==> src/rtl/spi_pkg.sv <==
// rtl/spi_pkg.sv - register map, CTRL/STATUS bit positions and FSM encoding for spi_target
package spi_pkg;

    localparam logic [1:0] ADDR_DATA   = 2'd0;
    localparam logic [1:0] ADDR_STATUS = 2'd1;
    localparam logic [1:0] ADDR_CTRL   = 2'd2;

    localparam int CTRL_EN_BIT     = 15;
    localparam int CTRL_CPHA_BIT   = 16;
    localparam int CTRL_CPOL_BIT   = 17;
    localparam int CTRL_RXIE_BIT   = 18;
    localparam int CTRL_TXEIE_BIT  = 19;
    localparam int CTRL_MISOHI_BIT = 20;
    localparam logic [31:0] CTRL_MASK = 32'h001F_801F;

    localparam int STAT_RXFE      = 0;
    localparam int STAT_RXFF      = 1;
    localparam int STAT_RXFO      = 2;
    localparam int STAT_TXE       = 3;
    localparam int STAT_TXU       = 4;
    localparam int STAT_FERR      = 5;
    localparam int STAT_BUSY      = 6;
    localparam int STAT_LEVEL_LSB = 8;

    typedef enum logic [1:0] {
        S_IDLE  = 2'd0,
        S_SHIFT = 2'd1,
        S_HOLD  = 2'd2
    } spi_state_e;

endpackage

==> src/rtl/spi_rx_fifo.sv <==
// rtl/spi_rx_fifo.sv - 32-bit RX FIFO; a pop on a full FIFO frees room for a same-cycle push
module spi_rx_fifo
    import spi_pkg::*;
#(
    parameter int DEPTH = 8
) (
    input  logic                       clk_i,
    input  logic                       rst_ni,
    input  logic                       push_i,
    input  logic [31:0]                push_data_i,
    input  logic                       pop_i,
    output logic [31:0]                head_o,
    output logic                       full_o,
    output logic                       empty_o,
    output logic [$clog2(DEPTH):0]     level_o,
    output logic                       overflow_o
);

    localparam int AW = $clog2(DEPTH);

    logic [31:0]   mem_q [DEPTH];
    logic [AW-1:0] wr_ptr_q;
    logic [AW-1:0] rd_ptr_q;
    logic [AW:0]   level_q;
    logic          do_push;
    logic          do_pop;

    assign empty_o    = (level_q == '0);
    assign full_o     = (level_q == (AW+1)'(DEPTH));
    assign do_pop     = pop_i & ~empty_o;
    assign do_push    = push_i & (~full_o | do_pop);
    assign overflow_o = push_i & full_o & ~do_pop;
    assign level_o    = level_q;
    assign head_o     = empty_o ? 32'd0 : mem_q[rd_ptr_q];

    always_ff @(posedge clk_i) begin
        if (do_push) begin
            mem_q[wr_ptr_q] <= push_data_i;
        end
    end

    always_ff @(posedge clk_i or negedge rst_ni) begin
        if (!rst_ni) begin
            wr_ptr_q <= '0;
            rd_ptr_q <= '0;
            level_q  <= '0;
        end else begin
            if (do_push) wr_ptr_q <= wr_ptr_q + 1'b1;
            if (do_pop)  rd_ptr_q <= rd_ptr_q + 1'b1;
            case ({do_push, do_pop})
                2'b10:   level_q <= level_q + 1'b1;
                2'b01:   level_q <= level_q - 1'b1;
                default: level_q <= level_q;
            endcase
        end
    end

endmodule

==> src/rtl/spi_target.sv <==
// rtl/spi_target.sv - SPI target with Avalon-MM register port, RX FIFO and TX holding register
module spi_target
    import spi_pkg::*;
#(
    parameter int FIFO_DEPTH  = 8,
    parameter int SYNC_STAGES = 2
) (
    input  logic        clk,
    input  logic        reset,
    input  logic        read,
    input  logic        write,
    input  logic        chipselect,
    input  logic [1:0]  address,
    input  logic [31:0] writedata,
    output logic [31:0] readdata,
    input  logic        spi_clk,
    input  logic        spi_cs,
    input  logic        spi_mosi,
    output logic        spi_miso,
    output logic        irq
);

    logic [SYNC_STAGES-1:0] cs_sync_q, sclk_sync_q, mosi_sync_q;
    logic cs_prev_q, sclk_prev_q;
    logic cs_s, sclk_s, mosi_s, cs_fall, cs_rise, sclk_rise, sclk_fall;

    spi_state_e  state_q, state_d;
    logic [4:0]  bit_cnt_q, bit_cnt_d;
    logic [31:0] rx_sr_q, rx_sr_d, tx_sr_q, tx_sr_d;
    logic        miso_q, miso_d, push_q, push_d;
    logic        word_start, drive_bit, ferr_set;

    logic [31:0] ctrl_q, tx_q, status_w, fifo_head;
    logic        txe_q, rxfo_q, txu_q, ferr_q, irq_q;
    logic        fifo_full, fifo_empty, fifo_ovf;
    logic [$clog2(FIFO_DEPTH):0] fifo_level;
    logic [3:0]  level_field;

    logic [4:0] word_size;
    logic ctrl_en, cpol, cpha, sample_rise, sample_edge, launch_edge;
    logic wr_data, wr_status, wr_ctrl, rd_data;

    assign word_size = ctrl_q[4:0];
    assign ctrl_en   = ctrl_q[CTRL_EN_BIT];
    assign cpol      = ctrl_q[CTRL_CPOL_BIT];
    assign cpha      = ctrl_q[CTRL_CPHA_BIT];

    assign wr_data   = chipselect & write & (address == ADDR_DATA);
    assign wr_status = chipselect & write & (address == ADDR_STATUS);
    assign wr_ctrl   = chipselect & write & (address == ADDR_CTRL);
    assign rd_data   = chipselect & read  & (address == ADDR_DATA);

    // cs idles high in the synchronizer so reset never fabricates a cs falling edge
    always_ff @(posedge clk or negedge reset) begin
        if (!reset) begin
            cs_sync_q   <= '1;
            sclk_sync_q <= '0;
            mosi_sync_q <= '0;
            cs_prev_q   <= 1'b1;
            sclk_prev_q <= 1'b0;
        end else begin
            cs_sync_q   <= (cs_sync_q << 1)   | SYNC_STAGES'(spi_cs);
            sclk_sync_q <= (sclk_sync_q << 1) | SYNC_STAGES'(spi_clk);
            mosi_sync_q <= (mosi_sync_q << 1) | SYNC_STAGES'(spi_mosi);
            cs_prev_q   <= cs_s;
            sclk_prev_q <= sclk_s;
        end
    end

    assign cs_s      = cs_sync_q[SYNC_STAGES-1];
    assign sclk_s    = sclk_sync_q[SYNC_STAGES-1];
    assign mosi_s    = mosi_sync_q[SYNC_STAGES-1];
    assign cs_fall   = cs_prev_q & ~cs_s;
    assign cs_rise   = ~cs_prev_q & cs_s;
    assign sclk_rise = ~sclk_prev_q & sclk_s;
    assign sclk_fall = sclk_prev_q & ~sclk_s;

    // modes 0 and 3 sample on the rising edge, modes 1 and 2 on the falling edge
    assign sample_rise = (cpol == cpha);
    assign sample_edge = sample_rise ? sclk_rise : sclk_fall;
    assign launch_edge = sample_rise ? sclk_fall : sclk_rise;

    always_comb begin
        state_d    = state_q;
        bit_cnt_d  = bit_cnt_q;
        rx_sr_d    = rx_sr_q;
        tx_sr_d    = tx_sr_q;
        miso_d     = miso_q;
        push_d     = 1'b0;
        word_start = 1'b0;
        drive_bit  = 1'b0;
        ferr_set   = 1'b0;
        if (!ctrl_en) begin
            state_d = S_IDLE;
        end else if (cs_rise) begin
            ferr_set = (state_q == S_SHIFT) && (bit_cnt_q != 5'd0);
            state_d  = S_IDLE;
        end else begin
            case (state_q)
                S_IDLE: begin
                    if (cs_fall) begin
                        state_d    = S_SHIFT;
                        word_start = 1'b1;
                        drive_bit  = ~cpha;
                    end
                end
                S_SHIFT: begin
                    if (sample_edge) begin
                        rx_sr_d   = {rx_sr_q[30:0], mosi_s};
                        bit_cnt_d = bit_cnt_q + 5'd1;
                        if (bit_cnt_q == word_size) begin
                            state_d = S_HOLD;
                            push_d  = 1'b1;
                        end
                    end else if (launch_edge) begin
                        drive_bit = 1'b1;
                    end
                end
                S_HOLD: begin
                    if (launch_edge) begin
                        state_d    = S_SHIFT;
                        word_start = 1'b1;
                        drive_bit  = 1'b1;
                    end
                end
                default: state_d = S_IDLE;
            endcase
        end
        // TX word is left-justified so bit 31 is always the next bit to launch
        if (word_start) begin
            tx_sr_d   = txe_q ? 32'd0 : (tx_q << (5'd31 - word_size));
            rx_sr_d   = '0;
            bit_cnt_d = '0;
        end
        if (drive_bit) begin
            miso_d  = tx_sr_d[31];
            tx_sr_d = {tx_sr_d[30:0], 1'b0};
        end
    end

    always_ff @(posedge clk or negedge reset) begin
        if (!reset) begin
            state_q   <= S_IDLE;
            bit_cnt_q <= '0;
            rx_sr_q   <= '0;
            tx_sr_q   <= '0;
            miso_q    <= 1'b0;
            push_q    <= 1'b0;
            ctrl_q    <= '0;
            tx_q      <= '0;
            txe_q     <= 1'b1;
            rxfo_q    <= 1'b0;
            txu_q     <= 1'b0;
            ferr_q    <= 1'b0;
            irq_q     <= 1'b0;
        end else begin
            state_q   <= state_d;
            bit_cnt_q <= bit_cnt_d;
            rx_sr_q   <= rx_sr_d;
            tx_sr_q   <= tx_sr_d;
            miso_q    <= miso_d;
            push_q    <= push_d;
            if (wr_ctrl) ctrl_q <= writedata & CTRL_MASK;
            if (wr_data) begin
                tx_q  <= writedata;
                txe_q <= 1'b0;
            end else if (word_start) begin
                txe_q <= 1'b1;
            end
            rxfo_q <= (rxfo_q & ~(wr_status & writedata[STAT_RXFO])) | fifo_ovf;
            txu_q  <= (txu_q  & ~(wr_status & writedata[STAT_TXU]))  | (word_start & txe_q);
            ferr_q <= (ferr_q & ~(wr_status & writedata[STAT_FERR])) | ferr_set;
            irq_q  <= (ctrl_q[CTRL_RXIE_BIT] & ~fifo_empty) | (ctrl_q[CTRL_TXEIE_BIT] & txe_q)
                    | rxfo_q | txu_q | ferr_q;
        end
    end

    spi_rx_fifo #(.DEPTH(FIFO_DEPTH)) u_rx_fifo (
        .clk_i       (clk),
        .rst_ni      (reset),
        .push_i      (push_q),
        .push_data_i (rx_sr_q),
        .pop_i       (rd_data),
        .head_o      (fifo_head),
        .full_o      (fifo_full),
        .empty_o     (fifo_empty),
        .level_o     (fifo_level),
        .overflow_o  (fifo_ovf)
    );

    assign level_field = (32'(fifo_level) > 32'd15) ? 4'hF : 4'(fifo_level);

    always_comb begin
        status_w = '0;
        status_w[STAT_RXFE] = fifo_empty;
        status_w[STAT_RXFF] = fifo_full;
        status_w[STAT_RXFO] = rxfo_q;
        status_w[STAT_TXE]  = txe_q;
        status_w[STAT_TXU]  = txu_q;
        status_w[STAT_FERR] = ferr_q;
        status_w[STAT_BUSY] = (state_q != S_IDLE);
        status_w[STAT_LEVEL_LSB +: 4] = level_field;
    end

    always_comb begin
        readdata = '0;
        if (read && chipselect) begin
            case (address)
                ADDR_DATA:   readdata = fifo_head;
                ADDR_STATUS: readdata = status_w;
                ADDR_CTRL:   readdata = ctrl_q;
                default:     readdata = '0;
            endcase
        end
    end

    assign spi_miso = (state_q == S_IDLE) ? ctrl_q[CTRL_MISOHI_BIT] : miso_q;
    assign irq      = irq_q;

endmodule

==> config.mk <==
export PLATFORM = sky130hd
export DESIGN_NAME = spi_target
export DESIGN_NICKNAME = d
export VERILOG_FILES = /design/src/rtl/spi_pkg.sv /design/src/rtl/spi_rx_fifo.sv /design/src/rtl/spi_target.sv
export SDC_FILE = /design/constraint.sdc
export NUM_CORES = 1
export LEC_CHECK = 0
export ABC_CLOCK_PERIOD_IN_PS = 7810
export CORE_ASPECT_RATIO = 0.75
export CORE_MARGIN = 2
export CORE_UTILIZATION = 63
export DETAILED_ROUTE_END_ITERATION = 12
export GPL_ROUTABILITY_DRIVEN = 1
export GPL_TIMING_DRIVEN = 1
export PLACE_DENSITY = 0.78
export SLEW_MARGIN = 20
export SYNTH_ARGS = -nofsm -noshare
export SYNTH_HDL_FRONTEND = slang
export SYNTH_HIERARCHICAL = 1
export SYNTH_SLANG_ARGS = --single-unit
export TNS_END_PERCENT = 10
==> constraint.sdc <==
create_clock -name clk -period 7.81 [get_ports clk]
set_input_delay 1.9525 -clock clk [delete_from_list [all_inputs] [get_ports clk]]
set_output_delay 1.9525 -clock clk [all_outputs]
set_load 0.01 [all_outputs]
==> insert_results.sql, run 1 <==
INSERT INTO impl_metrics (metric_group, metric, value, unit) VALUES
('timing', 'timing.final.max_slew_violations', '0', ''),
('setup_path', 'startpoint_types', 'input pin', ''),
('yosys', 'synth.distinct_cells', '70', ''),
('power', 'static_leak', '6.98', 'nW'),
('die', 'design.core.area', '27800', 'sq um'),
('cells_and_area', 'layout-area-overhead-vs-synth', '13.1', '%'),
('yosys', 'syn-cell-area', '17700', 'sq um'),
('yosys', 'ys_dominant_reg_cell', 'sky130_fd_sc_hd__edfxtp_1', ''),
('yosys', 'synth_simple_gate_area_share', '6.07', '%'),
('yosys', 'synth.yosys.seq_area_share', '63.2', '%'),
('setup_path', 'criticalPathCategory', 'in2out', ''),
('cells_and_area', 'finalNetCount', '1225', ''),
('timing', 'fin_hold_ws', '0.355', 'ns'),
('clock_network', 'clockRootBuffer', 'sky130_fd_sc_hd__clkbuf_16', ''),
('drt', 'detail_routed_net_length_per_standard_cell', '25.9', 'um'),
('timing', 'max_clock_freq', '151', 'MHz'),
('drt', 'drt_pre_antenna_iters', '5', ''),
('place', 'dpl-instance-area', '18700', 'sq um'),
('clock_network', 'worstSkewPairLatency', '0.54', 'ns'),
('setup_path', 'critPathArrivalTime', '4.69', 'ns'),
('global_routing', 'first_global_vias', '10200', ''),
('yosys', 'post_synth_adder_cell_area', '0.496', '%'),
('power', 'power_density', '305', 'nW/um^2'),
('cells_and_area', 'layout-drive-gt1-share', '22.2', '%'),
('min_path', 'min_path_type', 'reg2reg', ''),
('power', 'peak_supply_drop', '0.000154', 'V'),
('die', 'die-height', '149', 'um'),
('clock_network', 'tritoncts', 'built', ''),
('timing', 'final.setup_skew', '0.0168', 'ns'),
('timing', 'rsz0062_at_grt', 'no', ''),
('clock_network', 'cts.sinks', '395', ''),
('setup_path', 'slowest_stage', 'sky130_fd_sc_hd__nor2b_1', ''),
('setup_path', 'worstReg2RegStart', 'ctrl_q[0]', ''),
('place', 'placedCellCount', '1492', ''),
('setup_path', 'worst-path-max-fanout', '9', ''),
('die', 'rows', '53', ''),
('timing', 'finalSetupTns', '0', 'ns'),
('yosys', 'combinational_family_with_the_most_area_after_synthesis', 'multiplexers', ''),
('setup_path', 'timing.critical_path.to_type', 'output pin', ''),
('yosys', 'syn_nets', '1160', ''),
('yosys', 'cells_after_synthesis', '1111', ''),
('timing', 'final_number_of_hold_violating_endpoints', '0', ''),
('drt', 'detailedRoute.firstIterationViolations', '1203', ''),
('timing', 'finalWorstPathRequiredPeriod', '6.64', 'ns'),
('min_path', 'cell_depth_of_the_worst_min_delay_path', '0', ''),
('setup_path', 'worst-r2r-cell-count', '7', ''),
('setup_path', 'worst_path_dominant_cell_family', 'simple AND/OR/NAND/NOR gates', ''),
('cells_and_area', 'mostFrequentLayoutCell', 'sky130_fd_sc_hd__edfxtp_1', ''),
('min_path', 'min-delay-start', 'mosi_sync_q[0]', ''),
('die', 'floorplan.initialDensity', '63.6', '%'),
('cells_and_area', 'n_fill_cell', '1740', ''),
('min_path', 'hold_path_end', 'mosi_sync_q[1]', ''),
('timing', 'tightestPinTransition', '1.09', 'ns'),
('clock_network', 'htree_levels', '2', ''),
('flow_run', 'number_of_maximum_capacitance_violations', '0', ''),
('cells_and_area', 'final_cell_mix', 'sky130_fd_sc_hd__edfxtp_1 (256), sky130_fd_sc_hd__dfrtp_1 (131), sky130_fd_sc_hd__mux4_2 (85), sky130_fd_sc_hd__nor2_1 (80), sky130_fd_sc_hd__mux2i_1 (79)', ''),
('run_status', 'status', 'completed', ''),
('die', 'floorplan.die_area', '29400', 'sq um'),
('global_routing', 'grt_pass1_wl', '62000', 'um'),
('drt', 'avgViaCountPerCell', '6.67', ''),
('yosys', 'synth_area_per_cell', '15.9', 'sq um'),
('clock_network', 'cts-root-to-sink-buffers', '3', ''),
('clock_network', 'cts_inserted_buffers', '38', ''),
('clock_network', 'ctsHoldBuffers', '0', ''),
('setup_path', 'r2r_setup_slack', '4.56', 'ns'),
('global_routing', 'grt_antenna_before_repair', '0', ''),
('place', 'routabilityCongestion', '0.941', ''),
('yosys', 'synth_xor_xnor_area_share', '0.786', '%'),
('global_routing', 'global_route.overflow_total', '0', ''),
('drt', 'route.vias.total', '10400', ''),
('clock_network', 'cts_repair_resize_count', '0', '');
-- worst max-delay path by stage --
stage               slack, ns  cells after the start  startpoint                     to
floorplan                0.68                      6  address[0]  u_rx_fifo/mem_q[0][0]
global placement         1.31                      5  address[0]           readdata[19]
detailed placement       1.26                      5  address[0]           readdata[19]
CTS                      1.22                      5  address[0]           readdata[19]
global route             1.15                      5  address[0]           readdata[19]
finish                   1.17                      5  address[0]           readdata[19]
-- power by group --
group          leakage (nW)  total, mW  switching [mW]  internal, mW
registers              3.94       2.62           0.251          2.37
clock network         0.589       1.77           0.760          1.01
logic                  2.45       1.71           0.862         0.852
-- kinds of logic (layout without fill, tap and decap cells) --
group / count (synthesis) / after routing
xor gates and xnor gates: 15 / 15
adders and majority gates: 7 / 7
DFF: 395 / 395
and+or+nand+nor: 209 / 209
buffers and inverters: 85 / 180
AOI/OAI and AO/OA: 164 / 164
muxes: 236 / 236
-- synthesized netlist by cell type, drive strengths merged (11+ instances only) --
cell type / count / area (sq um)
nor2: 84 / 323
o21ai: 11 / 66.3
edfxtp: 256 / 7690
nand2b: 14 / 87.6
o22ai: 12 / 75.1
clkbuf: 30 / 113
a21oi: 21 / 105
buf: 45 / 264
dfrtp: 135 / 3380
nor3: 17 / 95.1
mux2: 71 / 811
a22o: 48 / 420
a22oi: 13 / 97.6
a211oi: 11 / 82.6
nand2: 26 / 97.6
nor2b: 11 / 68.8
mux4: 85 / 1910
and2: 19 / 119
mux2i: 80 / 805
-- sequential cells by signal, indices dropped and copies added (netlist names), 2 cells and up --
| signal | count |
|---|---|
| u_rx_fifo/level_o | 4 |
| u_rx_fifo/rd_ptr_q | 3 |
| cs_sync_q | 2 |
| u_rx_fifo/mem_q | 256 |
| rx_sr_q | 32 |
| sclk_sync_q | 2 |
| ctrl_q | 11 |
| tx_sr_q | 32 |
| mosi_sync_q | 2 |
| bit_cnt_q | 5 |
| u_rx_fifo/wr_ptr_q | 3 |
| tx_q | 32 |
| state_q | 2 |
-- per-stage QoR --
stage          util (%)  worst slack, ns  power (mW)
2_1_floorplan         -            0.682        3.84
3_3_place_gp       67.5             1.31        4.29
3_5_place_dp       67.5             1.26        4.32
4_1_cts            71.8             1.22        6.09
5_1_grt            71.9             1.15        6.36
6_report           71.9             1.17        6.10
-- area by class of cell --
cell class | count | area, sq um | area share [%]
Clock buffer | 59 | 1100 | 5.51
Clock inverter | 11 | 100 | 0.501
Inverter | 10 | 37.5 | 0.188
Multi-Input combinational cell | 631 | 6150 | 30.8
Sequential cell | 395 | 11200 | 55.9
Tap cell | 357 | 447 | 2.24
Timing Repair Buffer | 100 | 963 | 4.82
-- worst register-to-register path, delay by kind of cell, from the launching register on --
kind,cells,cell delay [ns]
AOI/OAI and AO/OA,1,0.75
and+or+nand+nor,1,0.09
DFF,1,0.34
muxes,4,1.39
buffers and inverters,1,0.53
-- per-layer routing --
| metal | track usage, % | wire, um | part of all wire (%) | vias up |
|---|---|---|---|---|
| li1 | - | - | - | 4509 |
| met1 | 44.5 | 17500 | 43 | 5355 |
| met2 | 41.3 | 18200 | 45 | 479 |
| met3 | 5.61 | 3580 | 8.8 | 76 |
| met4 | 8.38 | 1150 | 2.8 | 0 |
| met5 | 0 | 0 | 0 | - |
(Power assumes the default switching activity.)
==> inputs of run 2 (changes only) <==
Settings changed: CTS_CLUSTER_SIZE from default to 28.
==> results of run 2 <==
Final layout, timing and power as in run 1 (identical DEF).
==> inputs of run 3 (changes only) <==
Settings changed: ABC_CLOCK_PERIOD_IN_PS 7810 to 8500, CORE_UTILIZATION 63 to 41, PLACE_DENSITY 0.78 to 0.54.
Clock period 7.81 ns to 8.5 ns, I/O delays scaled along.
==> run 3 against run 2 <==
  * Critical path depth unchanged
  * Final area up 1.3%
  * Register-to-register slack better by 0.73 ns
  * First-iteration DRC count down 35%
  * Utilization down 24 points
  * Final cell count up 14%
  * Combinational power down 9.9%
  * Critical endpoint is now readdata[5]
  * Largest cell class unchanged
==> insert_results.sql, run 3 (synthesis results as in run 1) <==
INSERT INTO impl_metrics (metric_group, metric, value, unit) VALUES
('die', 'floorplan.die_area', '44800', 'sq um'),
('min_path', 'min-delay-start', 'mosi_sync_q[0]', ''),
('place', 'routabilityCongestion', '0.796', ''),
('die', 'design.core.area', '42300', 'sq um'),
('drt', 'detailedRoute.firstIterationViolations', '780', ''),
('timing', 'tightestPinTransition', '0.972', 'ns'),
('cells_and_area', 'layout-area-overhead-vs-synth', '14.6', '%'),
('drt', 'detail_route.drc_violations', '0', ''),
('run_status', 'status', 'completed', ''),
('power', 'power_density', '277', 'nW/um^2'),
('power', 'power.share.clock', '29.4', '%'),
('drt', 'detail_routed_net_length_per_standard_cell', '24.1', 'um'),
('drt', 'drt_pre_antenna_iters', '6', ''),
('setup_path', 'r2r_setup_slack', '5.29', 'ns'),
('power', 'finalPower', '5.61', 'mW'),
('power', 'power.combinational.fraction', '27.5', '%'),
('timing', 'fin_hold_ws', '0.359', 'ns'),
('cells_and_area', 'mostFrequentLayoutCell', 'sky130_fd_sc_hd__edfxtp_1', ''),
('drt', 'drtAntennaViolNets', '0', ''),
('place', 'portBuffers', '75', ''),
('global_routing', 'global_route.overflow_total', '0', ''),
('drt', 'detail_route.wirelength', '42900', 'um'),
('timing', 'rsz0062_at_grt', 'no', ''),
('timing', 'slew-limit-headroom', '35.2', '%'),
('clock_network', 'cts_inserted_buffers', '40', ''),
('cells_and_area', 'finalNetCount', '1229', ''),
('place', 'detailedPlacementHpwl', '26300', 'um'),
('cells_and_area', 'register_area', '11200', 'sq um'),
('power', 'peak_supply_drop', '0.000127', 'V'),
('clock_network', 'cts-root-to-sink-buffers', '3', ''),
('timing', 'final_number_of_hold_violating_endpoints', '0', ''),
('die', 'dieWidth', '244', 'um'),
('cells_and_area', 'multiInputGateArea', '6150', 'sq um'),
('setup_path', 'worst-path-max-fanout', '9', ''),
('cells_and_area', 'layout-drive-gt1-share', '22.2', '%'),
('timing', 'final.setup_skew', '0.0179', 'ns'),
('timing', 'timing.final.setup_violations', '0', ''),
('min_path', 'cell_depth_of_the_worst_min_delay_path', '0', ''),
('clock_network', 'cts.reportedPaths.clkPinSlew', '0.06', 'ns'),
('setup_path', 'critPathArrivalTime', '4.41', 'ns'),
('die', 'floorplan.initialDensity', '41.8', '%'),
('clock_network', 'htree_levels', '2', ''),
('global_routing', 'first_global_vias', '10200', ''),
('timing', 'final.period_utilization', '76.9', '%'),
('global_routing', 'grt_use_total', '19.3', '%'),
('timing', 'finalWorstPathRequiredPeriod', '6.53', 'ns'),
('power', 'switching_power', '1.74', 'mW'),
('setup_path', 'criticalPathCategory', 'in2out', ''),
('global_routing', 'grt_max_degree', '73', ''),
('cells_and_area', 'insertedDiodeCount', '0', ''),
('global_routing', 'grt_antenna_before_repair', '2', ''),
('drt', 'route.vias.total', '10200', ''),
('timing', 'finalWorstSetupSlack', '1.97', 'ns'),
('drt', 'avgViaCountPerCell', '5.73', ''),
('cells_and_area', 'n_fill_cell', '3654', ''),
('power', 'power.internal', '3.87', 'mW'),
('die', 'rows', '65', ''),
('power', 'static_leak', '6.98', 'nW'),
('clock_network', 'postCtsSetupBuffers', '0', ''),
('min_path', 'hold_path_end', 'mosi_sync_q[1]', ''),
('clock_network', 'cts.sinks', '395', ''),
('flow_run', 'number_of_maximum_capacitance_violations', '0', ''),
('cells_and_area', 'final_cell_mix', 'sky130_fd_sc_hd__edfxtp_1 (256), sky130_fd_sc_hd__dfrtp_1 (131), sky130_fd_sc_hd__mux4_2 (85), sky130_fd_sc_hd__nor2_1 (80), sky130_fd_sc_hd__mux2i_1 (79)', ''),
('power', 'sw_frac_of_total', '31.0', '%'),
('power', 'pwr-share-seq', '43.1', '%'),
('min_path', 'min_path_type', 'reg2reg', ''),
('setup_path', 'worst-r2r-cell-count', '7', ''),
('timing', 'timing.final.max_slew_violations', '0', ''),
('clock_network', 'clockRootBuffer', 'sky130_fd_sc_hd__clkbuf_16', ''),
('clock_network', 'worstSkewPairLatency', '0.55', 'ns'),
('global_routing', 'grt_pass1_wl', '64900', 'um'),
('setup_path', 'timing.critical_path.to_type', 'output pin', ''),
('clock_network', 'tritoncts', 'built', ''),
('setup_path', 'worstReg2RegStart', 'ctrl_q[0]', ''),
('cells_and_area', 'number_of_flip_flops_under_the_largest_register_name', '256', ''),
('cells_and_area', 'max_flop_register', 'u_rx_fifo/mem_q', ''),
('clock_network', 'cts_repair_resize_count', '0', ''),
('die', 'die-height', '184', 'um'),
('timing', 'max_clock_freq', '153', 'MHz'),
('setup_path', 'worst_ep_required_time', '6.38', 'ns'),
('die', 'ios', '76', ''),
('timing', 'finalSetupTns', '0', 'ns'),
('clock_network', 'ctsHoldBuffers', '0', ''),
('setup_path', 'r2r-end', 'tx_sr_q[30]', ''),
('place', 'worst_setup_slack_after_placement', '1.98', 'ns'),
('setup_path', 'startpoint_types', 'input pin', '');
-- run 3: layout make-up --
cell class | instances | share of cell area (%)
Sequential cell | 395 | 55.2
Multi-Input combinational cell | 631 | 30.4
Clock buffer | 58 | 5.59
Timing Repair Buffer | 102 | 4.72
Tap cell | 569 | 3.52
Clock inverter | 14 | 0.396
Inverter | 10 | 0.185
-- run 3: power by group through the flow --
stage	clock, mW	sequential (mW)	combinational [mW]
floorplan	0	2.29	1.25
global placement	0	2.46	1.56
detailed placement	0	2.46	1.55
CTS	1.69	2.42	1.56
global route	1.77	2.45	1.67
finish	1.65	2.42	1.54
-- run 3: routing by layer --
metal / vias up / GRT usage [%] / part of all wire [%]
li1: 4524 / - / -
met1: 5393 / 29.6 / 48
met2: 224 / 28.9 / 45
met3: 51 / 3.12 / 4.8
met4: 0 / 4.37 / 1.6
met5: - / 0 / 0
-- run 3: worst max-delay path by stage --
stage	end	cells past startpoint	from	slack, ns
CTS	readdata[5]	5	address[0]	1.97
finish	readdata[5]	5	address[0]	1.97
detailed placement	readdata[5]	5	address[0]	1.98
global placement	readdata[10]	5	address[0]	2.03
floorplan	u_rx_fifo/mem_q[0][0]	6	address[0]	1.20
global route	readdata[5]	5	address[0]	1.86
-- run 3: stage by stage --
step / instances / utilization [%] / area, sq um
3_5_place_dp: 1707 / 45.0 / 19000
3_3_place_gp: 1707 / 45.0 / 19000
4_1_cts: 1779 / 47.9 / 20200
5_1_grt: 1779 / 47.9 / 20200
6_report: 1779 / 47.9 / 20200
2_1_floorplan: 1111 / - / 17700
-- run 3: critical path, stage by stage --
cell and delay, ns:
sky130_fd_sc_hd__clkdlybuf4s50_1 0.76, sky130_fd_sc_hd__nand2b_1 0.17, sky130_fd_sc_hd__nor2_1 0.57, sky130_fd_sc_hd__a22o_1 0.24
sky130_fd_sc_hd__clkdlybuf4s50_1 0.54
